===== config.mk =====
export PLATFORM = sky130hd
export DESIGN_NAME = matrix_operand_loader
export DESIGN_NICKNAME = d
export VERILOG_FILES = /design/src/rtl/matrix_pkg.sv /design/src/rtl/matrix_operand_loader.sv
export SDC_FILE = /design/constraint.sdc
export NUM_CORES = 1
export LEC_CHECK = 0
export ABC_CLOCK_PERIOD_IN_PS = 1950
export CAP_MARGIN = 30
export CORE_MARGIN = 2
export CORE_UTILIZATION = 43
export DETAILED_ROUTE_END_ITERATION = 16
export PLACE_DENSITY_LB_ADDON = 0.25
export REMOVE_ABC_BUFFERS = 1
export SLEW_MARGIN = 20
export SYNTH_ARGS = -nofsm -noshare
export SYNTH_HDL_FRONTEND = slang
export SYNTH_SLANG_ARGS = --single-unit
export TNS_END_PERCENT = 100

===== constraint.sdc =====
create_clock -name in_clk -period 1.95 [get_ports in_clk]
set_input_delay 0.195 -clock in_clk [delete_from_list [all_inputs] [get_ports in_clk]]
set_output_delay 0.195 -clock in_clk [all_outputs]
set_load 0.05 [all_outputs]

===== src/rtl/matrix_pkg.sv =====
// matrix_pkg: definitions shared by matrix_operand_loader and square_matrix_mult.
//   state_e   : loader FSM encodings
//   FP_W      : IEEE-754 single-precision element width
//   elem_lsb  : low bit of element k in a flat vector of w-bit elements
package matrix_pkg;

  localparam int FP_W = 32;

  typedef enum logic [1:0] {
    S_LOAD_A  = 2'd0,
    S_LOAD_B  = 2'd1,
    S_PRESENT = 2'd2
  } state_e;

  function automatic int unsigned elem_lsb(input int unsigned k, input int unsigned w);
    return k * w;
  endfunction

endpackage


===== src/rtl/matrix_operand_loader.sv =====
// matrix_operand_loader: deserialises a row-major element stream into operand
// matrices A then B, then presents both until the consumer acks.
// Ports:
//   in_clk, in_reset      clock (rising edge), async active-low reset
//   in_valid, in_data     element beat; transfers when in_valid & out_accept
//   out_accept            loader can take a beat (registered-state decode)
//   in_abort              sync: drop partial load, restart at A[0]
//   in_ack                consumer captured matrices; only honoured in S_PRESENT
//   out_matrix_a/_b       flat matrices, element k at [k*width +: width]
//   out_ready             both matrices complete and stable
//   out_count             beats accepted in the current load
module matrix_operand_loader
  import matrix_pkg::*;
#(
  parameter int size        = 2,
  parameter int size_square = 4,
  parameter int width       = FP_W,
  parameter int TRANSPOSE_B = 0
) (
  input  logic                          in_clk,
  input  logic                          in_reset,
  input  logic                          in_valid,
  input  logic [width-1:0]              in_data,
  output logic                          out_accept,
  input  logic                          in_abort,
  input  logic                          in_ack,
  output logic [width*size_square-1:0]  out_matrix_a,
  output logic [width*size_square-1:0]  out_matrix_b,
  output logic                          out_ready,
  output logic [$clog2(2*size_square+1)-1:0] out_count
);

  localparam int IW = (size_square > 1) ? $clog2(size_square) : 1;
  localparam int RW = (size > 1) ? $clog2(size) : 1;
  localparam int CW = $clog2(2*size_square+1);
  localparam logic [IW-1:0] IDX_LAST = IW'(size_square-1);
  localparam logic [RW-1:0] RC_LAST  = RW'(size-1);
  localparam logic [IW-1:0] SZ       = IW'(size);

  if (size_square != size*size) begin : g_bad_size
    $error("matrix_operand_loader: size_square must equal size*size");
  end

  state_e          state_q, state_d;
  logic [IW-1:0]   idx_q, idx_d;
  logic [RW-1:0]   row_q, row_d;
  logic [RW-1:0]   col_q, col_d;
  logic [CW-1:0]   cnt_q, cnt_d;

  logic [size_square-1:0][width-1:0] a_q, b_q;
  logic [size_square-1:0]            we_a, we_b;

  logic          beat;
  logic [IW-1:0] b_addr;

  // Handshake outputs come purely from registered state.
  assign out_accept = (state_q != S_PRESENT);
  assign out_ready  = (state_q == S_PRESENT);
  assign out_count  = cnt_q;

  // Abort drops a coincident beat.
  assign beat = in_valid & out_accept & ~in_abort;

  // Stream arrives row-major; row/col counters give the transposed address
  // col*size+row with a constant multiply instead of a divide/modulo.
  assign b_addr = (TRANSPOSE_B != 0) ? (IW'(col_q) * SZ + IW'(row_q)) : idx_q;

  always_comb begin
    we_a = '0;
    we_b = '0;
    for (int k = 0; k < size_square; k++) begin
      we_a[k] = beat && (state_q == S_LOAD_A) && (idx_q  == IW'(k));
      we_b[k] = beat && (state_q == S_LOAD_B) && (b_addr == IW'(k));
    end
  end

  always_comb begin
    state_d = state_q;
    idx_d   = idx_q;
    row_d   = row_q;
    col_d   = col_q;
    cnt_d   = cnt_q;
    if (in_abort) begin
      state_d = S_LOAD_A;
      idx_d   = '0;
      row_d   = '0;
      col_d   = '0;
      cnt_d   = '0;
    end else begin
      case (state_q)
        S_LOAD_A, S_LOAD_B: begin
          if (beat) begin
            cnt_d = cnt_q + CW'(1);
            if (idx_q == IDX_LAST) begin
              state_d = (state_q == S_LOAD_A) ? S_LOAD_B : S_PRESENT;
              idx_d   = '0;
              row_d   = '0;
              col_d   = '0;
            end else begin
              idx_d = idx_q + IW'(1);
              if (col_q == RC_LAST) begin
                col_d = '0;
                row_d = row_q + RW'(1);
              end else begin
                col_d = col_q + RW'(1);
              end
            end
          end
        end
        S_PRESENT: begin
          if (in_ack) begin
            state_d = S_LOAD_A;
            idx_d   = '0;
            cnt_d   = '0;
          end
        end
        default: begin
          state_d = S_LOAD_A;
          idx_d   = '0;
          row_d   = '0;
          col_d   = '0;
          cnt_d   = '0;
        end
      endcase
    end
  end

  always_ff @(posedge in_clk or negedge in_reset) begin
    if (!in_reset) begin
      state_q <= S_LOAD_A;
      idx_q   <= '0;
      row_q   <= '0;
      col_q   <= '0;
      cnt_q   <= '0;
    end else begin
      state_q <= state_d;
      idx_q   <= idx_d;
      row_q   <= row_d;
      col_q   <= col_d;
      cnt_q   <= cnt_d;
    end
  end

  // Matrix storage is only ever overwritten by beats, never cleared by ack/abort.
  always_ff @(posedge in_clk or negedge in_reset) begin
    if (!in_reset) begin
      a_q <= '0;
      b_q <= '0;
    end else begin
      for (int k = 0; k < size_square; k++) begin
        if (we_a[k]) a_q[k] <= in_data;
        if (we_b[k]) b_q[k] <= in_data;
      end
    end
  end

  for (genvar k = 0; k < size_square; k++) begin : g_out
    assign out_matrix_a[elem_lsb(k, width) +: width] = a_q[k];
    assign out_matrix_b[elem_lsb(k, width) +: width] = b_q[k];
  end

endmodule


==> impl_metrics.csv <==
group,metric,value,unit
global_routing,grt_first_pass_wirelength,38800,um
place,port_buffers,298,
worst_setup_path,cp_top_family,"buffers and inverters",
clock_network,clk_latency,530,ps
worst_setup_path,cp-endpoint,"out_matrix_a[32]",
synthesis,synth_edf_count,0,
worst_setup_path,r2r-start,"b_addr[0]",
detailed_routing,num_vias,6225,
sta,setup_slack,17.9,ps
clock_network,clock-sinks,264,
detailed_routing,firstDrtPassIters,5,
synthesis,async_reset_ff_share,100,%
detailed_routing,via_per_inst,4.94,
synthesis,ys_types,28,
global_routing,grt_usage,20.6,%
synthesis,syn_area,10100,um^2
detailed_routing,ant_nets,0,
synthesis,synthTopCellsByArea,"dfrtp_1 66%, mux2_2 28%, buf_6 1.3%",
finish,finalNetCount,968,
synthesis,synth_area_per_cell,16.7,um^2
clock_network,cts_tree,"built",
floorplanning,core,23300,um^2
place,dp_slack,19.6,ps
clock_network,cts_buffers,27,
place,dp_cells,1215,
floorplanning,die_x,157,um
synthesis,yosys.area.top_type,"dfrtp_1",
sta,hold_ws,161,ps
status,outcome,"completed",
finish,utilization,62.3,%
worst_setup_path,cp.required,1750,ps
sta,hold_violations,0,
sta,relSlewSlack,60.2,%
floorplanning,row_count,56,
place,place_area,13600,um^2
synthesis,synth_ff_type,"dfrtp_1",
worst_setup_path,crit_chain,"clkdlybuf4s50_1",
clock_network,clk_pin_slew,60,ps
sta,fmax,518,MHz
global_routing,antenna_found_initial,0,
synthesis,synth_cells,604,
synthesis,synth_seq_cells,264,
place,hpwl,17400,um
synthesis,synth_top_area_share,65.6,%
worst_setup_path,reg2reg_to,"out_matrix_a[31]",
worst_setup_path,crit_type,"reg2out",
worst_setup_path,slowest_stage,"clkdlybuf4s50_1",
finish,drive_above_1_share,33.9,%
worst_setup_path,start_kind,"flop",
pwr,powerDensity,1160,nW/um^2
detailed_routing,wirelength,25500,um
sta,setup_viol,0,
pwr,power_leakage,7.41,nW
worst_setup_path,r2r_slack,280,ps
floorplanning,die_area,24700,um^2
hold_path,min_path_type,"in2async",
synthesis,synth_warnings,0,
clock_network,post_cts_buffers,0,
sta,tightest_slew,596,ps
worst_setup_path,crit_arrival,1740,ps
synthesis,yosysMostFrequentCell,"dfrtp_1",
worst_setup_path,max_stage_delay,860,ps
floorplanning,pin_count,299,
worst_setup_path,crit_fanout,2,
floorplanning,start_util,43.3,%
synthesis,ys_top_cells_by_count,"264 x dfrtp_1, 247 x mux2_2, 12 x buf_6",
sta,fin_crit_sh,99.1,%
worst_setup_path,crit_buf_inv,1,
sta,min_period,1930,ps
worst_setup_path,reg2reg_depth,5,
finish,layout.cells.non_filler,1259,
detailed_routing,wl_per_cell,20.3,um
worst_setup_path,cp-end-kind,"primary output",
clock_network,htree_levels,1,
pwr,total_power,16.7,mW
global_routing,grt_max_degree,73,
worst_setup_path,cp.depth,1,
clock_network,cts_root_buffer,"clkbuf_16",
synthesis,yosysSeqAreaShare,65.6,%
global_routing,gr-total-overflow,0,
sta,slew_violations,0,
place,gp_congestion,0.729,
worst_setup_path,startpoint,"out_matrix_a[32]",
floorplanning,die_y,157,um
finish,antenna_cells,0,
detailed_routing,drt_iter0_markers,206,
run,cap_violations,0,
detailed_routing,drc,0,
finish,area_growth,43.7,%
global_routing,grt_pass1_vias,6348,
pwr,peakVddDrop,0.891,mV
clock_network,clockBufferDepth,3,
sta,clock_skew,7.89,ps
sta,tns,0,ps
finish,finalInstanceArea,14500,um^2
-- metal layers --
| metal | share of wire, % | global-route usage [%] |
|---|---|---|
| met5 | 0 | 0 |
| met3 | 8.8 | 7.52 |
| met2 | 48 | 32.7 |
| met4 | 2.5 | 5.63 |
| met1 | 41 | 26.7 |
-- timing repair --
item | in CTS | in global routing
gates resized for setup | 18 | 41
setup endpoints to repair | 18 | 41
pin swaps | 0 | 0
endpoints found under the hold margin | 264 | 0
cloned | 0 | 0
hold buffers | 1 | 0
-- cell type report --
class | count | area, um^2
clock buffer | 39 | 751
clock inverter | 4 | 23.8
fill | 1859 | 8780
inverter | 4 | 15.0
multi-input combinational | 304 | 3230
sequential | 264 | 6610
tap | 319 | 399
timing repair buffer | 325 | 3460
-- layout by cell type (no fill, tap or decap), types with 4 or more instances in the layout --
cell	count
dfrtp_1	264
mux2_2	247
clkdlybuf4s50_1	236
dlymetal6s2s_1	41
clkbuf_16	27
dlygate4sd2_1	18
buf_12	15
buf_4	13
mux2_1	9
clkbuf_1	9
nor2_1	7
and3_2	5
ha_1	5
inv_1	4
nand2_1	4
-- worst min-delay path by stage --
| stage | from | to | slack (ps) | cells after the start |
|---|---|---|---|---|
| after detailed placement | in_reset | out_matrix_b[48] | 110 | 1 |
| final | in_reset | out_matrix_a[105] | 160 | 2 |
| after floorplan | in_reset | b_addr[0] | -100 | 0 |
| after CTS | in_reset | out_matrix_a[96] | 130 | 2 |
| after global placement | in_reset | out_matrix_b[48] | 110 | 1 |
| after global routing | in_reset | out_matrix_b[95] | 170 | 2 |
-- flip-flops by register name, indices dropped and copies added, names as in the netlist --
register and flops:
out_count 4, out_matrix_a 128, b_addr 2, out_matrix_b 128, state_q 2
-- report_power, final --
part | switching, mW | internal, mW
clock network | 2.01 | 2.64
registers | 0.374 | 6.24
logic | 3.59 | 1.89
total | 5.98 | 10.8
-- cells by family after synthesis --
kind of cell / Yosys count / share of synthesized area [%]
adders and majority gates: 5 / 0.621
AOI/OAI and AO/OA: 7 / 0.484
DFF: 264 / 65.6
and+or+nand+nor: 31 / 1.69
muxes: 259 / 28.9
xor gates and xnor gates: 2 / 0.174
buffers and inverters: 36 / 2.57
Note: power is estimated with default switching activity, not from simulation.
